## config.mk

```make
export PLATFORM = sky130hd
export DESIGN_NAME = mem_req_ctrl
export DESIGN_NICKNAME = d
export VERILOG_FILES = /design/src/rtl/mem_req_ctrl.sv
export SDC_FILE = /design/constraint.sdc
export NUM_CORES = 1
export LEC_CHECK = 0
export BUFFER_PORTS_ARGS = -buffer_cell sky130_fd_sc_hd__clkbuf_2
export CAP_MARGIN = 20
export CORE_MARGIN = 4
export CORE_UTILIZATION = 45
export DETAILED_ROUTE_END_ITERATION = 8
export PLACE_DENSITY_LB_ADDON = 0.2
export SETUP_SLACK_MARGIN = 0.15
export SLEW_MARGIN = 15
export SYNTH_ARGS = -nofsm -noshare
export SYNTH_HDL_FRONTEND = slang
export SYNTH_SLANG_ARGS = --single-unit
```

## constraint.sdc

```tcl
create_clock -name clk -period 9.9 [get_ports clk]
set_input_delay 0.495 -clock clk [delete_from_list [all_inputs] [get_ports clk]]
set_output_delay 0.495 -clock clk [all_outputs]
set_load 0.01 [all_outputs]
```

## src/rtl/mem_req_ctrl.sv

```systemverilog
// mem_req_ctrl: sequencer between issue and an SRAM-like data bus.
//
// Exactly one memory op is in flight at a time. A launch latches the request
// fields, the address phase (REQ) holds data_req high until the bus accepts,
// and the data phase (WAIT) waits for the data/ack. A flush withdraws a request
// that has not been accepted yet. If the request was accepted, the flush kills
// the op: the FSM parks in DRAIN and swallows the bus response that is still
// owed, so no stale result reaches the consumer. Completed ops produce a
// one-cycle resp_valid pulse carrying the tag and load data (0 for stores).

module mem_req_ctrl #(
    parameter int TAG_W = 6
) (
    input  logic             clk,
    input  logic             reset,
    // issue side
    input  logic             mem_issued,
    input  logic             req_wr,
    input  logic [1:0]       req_size,
    input  logic [31:0]      req_addr,
    input  logic [31:0]      req_wdata,
    input  logic [TAG_W-1:0] req_tag,
    input  logic             flush,
    output logic             wait_mem,
    // bus side
    output logic             data_req,
    output logic             data_wr,
    output logic [1:0]       data_size,
    output logic [31:0]      data_addr,
    output logic [31:0]      data_wdata,
    input  logic             data_addr_ok,
    input  logic             data_data_ok,
    input  logic [31:0]      data_rdata,
    // result side
    output logic             resp_valid,
    output logic [TAG_W-1:0] resp_tag,
    output logic [31:0]      resp_rdata
);

    localparam logic [1:0] IDLE  = 2'd0;
    localparam logic [1:0] REQ   = 2'd1;
    localparam logic [1:0] WAIT  = 2'd2;
    localparam logic [1:0] DRAIN = 2'd3;

    logic [1:0]       state_q, state_d;

    // latched request fields, held for the whole life of the op
    logic             wr_q;
    logic [1:0]       size_q;
    logic [31:0]      addr_q;
    logic [31:0]      wdata_q;
    logic [TAG_W-1:0] tag_q;

    // registered response
    logic             resp_valid_q, resp_valid_d;
    logic [TAG_W-1:0] resp_tag_q, resp_tag_d;
    logic [31:0]      resp_rdata_q, resp_rdata_d;

    // FSM decode strobes
    logic             launch;
    logic             complete;

    // Next-state logic; launch and completion strobes fall out of the same decode.
    always_comb begin
        state_d  = state_q;
        launch   = 1'b0;
        complete = 1'b0;
        case (state_q)
            IDLE: begin
                // a launch that coincides with a flush belongs to a killed path
                if (mem_issued && !flush) begin
                    launch  = 1'b1;
                    state_d = REQ;
                end
            end
            REQ: begin
                // data_ok without addr_ok is a bus protocol error and is ignored
                if (data_addr_ok) begin
                    if (data_data_ok) begin
                        state_d  = IDLE;
                        complete = !flush;
                    end else begin
                        state_d = flush ? DRAIN : WAIT;
                    end
                end else if (flush) begin
                    // not accepted yet: simply withdraw the request
                    state_d = IDLE;
                end
            end
            WAIT: begin
                if (data_data_ok) begin
                    state_d  = IDLE;
                    complete = !flush;
                end else if (flush) begin
                    state_d = DRAIN;
                end
            end
            DRAIN: begin
                // the bus still owes one response; swallow it, flush is moot here
                if (data_data_ok) begin
                    state_d = IDLE;
                end
            end
            default: state_d = IDLE;
        endcase
    end

    // Response next-state: pulse on completion, load data captured at data_ok.
    always_comb begin
        resp_valid_d = complete;
        resp_tag_d   = resp_tag_q;
        resp_rdata_d = resp_rdata_q;
        if (complete) begin
            resp_tag_d   = tag_q;
            resp_rdata_d = wr_q ? 32'd0 : data_rdata;
        end
    end

    // FSM state register.
    always_ff @(posedge clk or posedge reset) begin
        if (reset) begin
            state_q <= IDLE;
        end else begin
            state_q <= state_d;
        end
    end

    // Request field latch; only written on an accepted launch.
    always_ff @(posedge clk or posedge reset) begin
        if (reset) begin
            wr_q    <= 1'b0;
            size_q  <= 2'd0;
            addr_q  <= 32'd0;
            wdata_q <= 32'd0;
            tag_q   <= '0;
        end else if (launch) begin
            wr_q    <= req_wr;
            size_q  <= req_size;
            addr_q  <= req_addr;
            wdata_q <= req_wdata;
            tag_q   <= req_tag;
        end
    end

    // Response registers; tag and data hold between pulses.
    always_ff @(posedge clk or posedge reset) begin
        if (reset) begin
            resp_valid_q <= 1'b0;
            resp_tag_q   <= '0;
            resp_rdata_q <= 32'd0;
        end else begin
            resp_valid_q <= resp_valid_d;
            resp_tag_q   <= resp_tag_d;
            resp_rdata_q <= resp_rdata_d;
        end
    end

    assign wait_mem   = (state_q != IDLE);
    assign data_req   = (state_q == REQ);
    assign data_wr    = wr_q;
    assign data_size  = size_q;
    assign data_addr  = addr_q;
    assign data_wdata = wdata_q;

    assign resp_valid = resp_valid_q;
    assign resp_tag   = resp_tag_q;
    assign resp_rdata = resp_rdata_q;

    // Protocol monitors: issue must honour wait_mem, bus must not ack an unaccepted request.
    always @(posedge clk) begin
        if (!reset) begin
            assert (!(mem_issued && (state_q != IDLE)))
                else $warning("mem_req_ctrl: mem_issued while busy, launch ignored");
            assert (!(data_data_ok && ((state_q == IDLE) || ((state_q == REQ) && !data_addr_ok))))
                else $warning("mem_req_ctrl: data_ok with no accepted request, ignored");
        end
    end

endmodule
```

==> results.md <==
* Part of the power in registers at a little under two fifths
* Syn nets at between 400 and 500
* Share of cells above drive strength 1 at ~56%
* Pwr/cell area at roughly 340 nW/um^2
* Vias in the first global route at 3794
* Worst path max stage delay at ~850 ps
* Crit Path Max Fanout at roughly 60
* Post-synthesis sequential area ratio at 58.4%
* Clock Sinks at approximately 110
* Residual DRC at 0
* Count leader, synth: dfrtp_1
* CP required at between 10000 and 15000 ps
* RSZ-0062 raised after global routing: false
* Setup TNS at 0 ps
* Max Buffers Root-to-Sink at 2
* CTS tree: yes
* Slew of the pin with the lowest slew margin at 1110 ps
* CP Class: register to register
* Mapped cell area at roughly 5000 um^2
* PnR Total Power at 2.20 mW
* Cell Int Power at 1.50 mW
* Slew margin rel. at 25.9%
* Lkg Pwr at around 3.7 nW
* Worst-case clock skew at 8.55 ps
* Largest net degree at the start of global routing at 62
* Final setup fails at 0
* Critical path endpoint category: register
* Synth Register Bits at between 100 and 150
* Hold WC Path Type: primary input to async pin
* RD Place Congestion at slightly below 0.8
* Post-synth EDFFs at 0
* CP top delay family: buffers and inverters
* Worst path cell trace: inv_1, ha_1, inv_2, or3_4, buf_4, mux2_2
* Fill count at 878
* Final min period at about 2600 ps
* GRT Total Usage at about a fifth
* Final WL at between 10 and 15 mm
* Vias/cell at approximately 4.8
* Endpoints failing hold at 0
* Mapped Cells at ~350
* Detailed Route Iter0 Violations at around 210
* Initial Util at ~47%
* Hold-fix buffers, CTS at 0
* Crit path buffers/inverters at 3
* Die ar. at roughly 13000 um^2
* Worst skew pair latency at between 500 and 600 ps
* Via count at 3451
* Die X at between 100 and 150 um
* Clock Power Share at 25.3%
* Synth top cells by count: 114 x dfrtp_1, 84 x nand2_1, 70 x mux2_4
* Initial antenna violation count at 0
* CTS H-Tree Depth at 4
* Synth area leader: dfrtp_1
* Top cells by area, synth: dfrtp_1 58%, mux2_4 22%, nand2_1 6.5%
* Final Max Tran Viols at 0
* Crit path launch type: register
* Site Rows at 37
* Mean post-synth cell area at 14.0 um^2
* Top-area cell type share of the netlist area at a little under 60%
* Area added between synthesis and finish at 33.7%
* Main synth FF type: dfrtp_1
* # diodes at 0
* Root Buffer: clkbuf_8
* CTS resizes at 0
* Clock Pin Slew Worst Setup and Hold Paths at ~50 ps
* Sw Ratio at about a third
* Sequential Area at around 2900 um^2
* Max-cap check violation count at 0
* WL per Instance at approximately 16 um
* Final net count at just under 700
* Setup bufs post-CTS at 0
* Switch Pwr at roughly 0.71 mW
* Routed Antenna Nets at 0
* Worst path arrival time at between 2000 and 3000 ps
* Multi-input gate area at approximately 1800 um^2
* Distinct cells, synth at 23
* Peak VDD IR at 164 uV
* CTS buffer count at 17
* YS warnings at 0
* Die extent in y at between 100 and 150 um
* Async SR Flop Fraction at 100%
* Congestion Overflow GR at 0
* Port bufs at between 200 and 250
* First-pass GRT wire length at a little under 20 mm
* Comb power frac at 36.4%
* Period utilization at between 20% and 30%
* I/O pins at 219
* DP HPWL at ~8.3 mm
* Slowest cell on the critical path: buf_4
* Status: complete, no violations
* DRT Pass-1 Iters at 5
* Fmax at between 0.3 and 0.4 GHz
* Core area at 10500 um^2
## final timing paths
check / start / to / slack [ps] / depth (start not counted)
worst min-delay path: reset / data_addr[15] / 80 / 2
worst max-delay path: state_q[0] / data_size[1] / 7340 / 6
max in group asynchronous: reset / data_addr[20] / 8590 / 3
worst max register to register: state_q[0] / data_size[1] / 7340 / 6
worst min register to register: resp_rdata[7] / resp_rdata[7] / 460 / 2
min in group clk: data_rdata[20] / resp_rdata[20] / 210 / 3
## per-layer routing
metal / vias up / GRT usage, % / wire, um
li1: 1606 / - / -
met1: 1662 / 23.8 / 4940
met2: 161 / 31.1 / 5640
met3: 22 / 7.76 / 1010
met4: 0 / 8.49 / 260
met5: - / 0 / 0
## cells in the final DEF, fill, tap and decap left out, types with 2 or more instances in the layout
cell,synthesis,routed
clkbuf_2,0,218
dfrtp_1,114,114
nand2_1,84,84
mux2_4,70,70
nand3b_1,32,32
clkbuf_16,0,16
ha_1,6,6
clkbuf_8,0,6
inv_1,5,4
mux2_2,4,4
clkinv_2,0,4
clkbuf_1,6,4
buf_4,1,4
nor2_1,3,3
a21oi_1,2,2
## area by class of cell
type                    count  area share [%]
flip-flops and latches    114            43.7
multi-input cells         210            27.7
repair buffers            222            17.2
clock buffers              26            7.63
well taps                 136            2.61
clock inverters             5           0.767
inverters                   6           0.383
## cells by family (layout without fill, tap and decap cells)
group / count (synthesis) / count (layout) / share of synthesized area, %
DFF: 114 / 114 / 58.4
muxes: 74 / 74 / 22.5
buffers and inverters: 25 / 259 / 4.59
AOI/OAI and AO/OA: 6 / 6 / 0.769
adders and majority gates: 6 / 6 / 1.54
and+or+nand+nor: 124 / 124 / 12.2
## power by group through the flow
stage               clock [mW]  sequential, mW  combinational, mW
floorplan                    0           0.919              0.420
detailed placement           0           0.848              0.807
CTS                      0.572           0.846              0.816
global route             0.601           0.878              0.869
finish                   0.557           0.845              0.801
global placement             0           0.836              0.798
## through the flow
step	setup slack [ps]	hold WS, ps	util [%]	cell area [um^2]	std cells
global route	7200	118	62.4	6530	719
detailed placement	7350	456	57.1	5980	688
floorplan	6390	439	-	4880	349
finish	7340	85.0	62.4	6530	719
global placement	7430	451	57.1	5980	688
CTS	7340	93.8	62.4	6530	719
## state kept, by name (all words and copies together), names as in the netlist
register and cells:
data_size 2, resp_tag 6, state_q 2, resp_rdata 32, tag_q 6, resp_valid 1
data_wr 1, data_wdata 32, data_addr 32
Power figures use the tool's default switching activity.
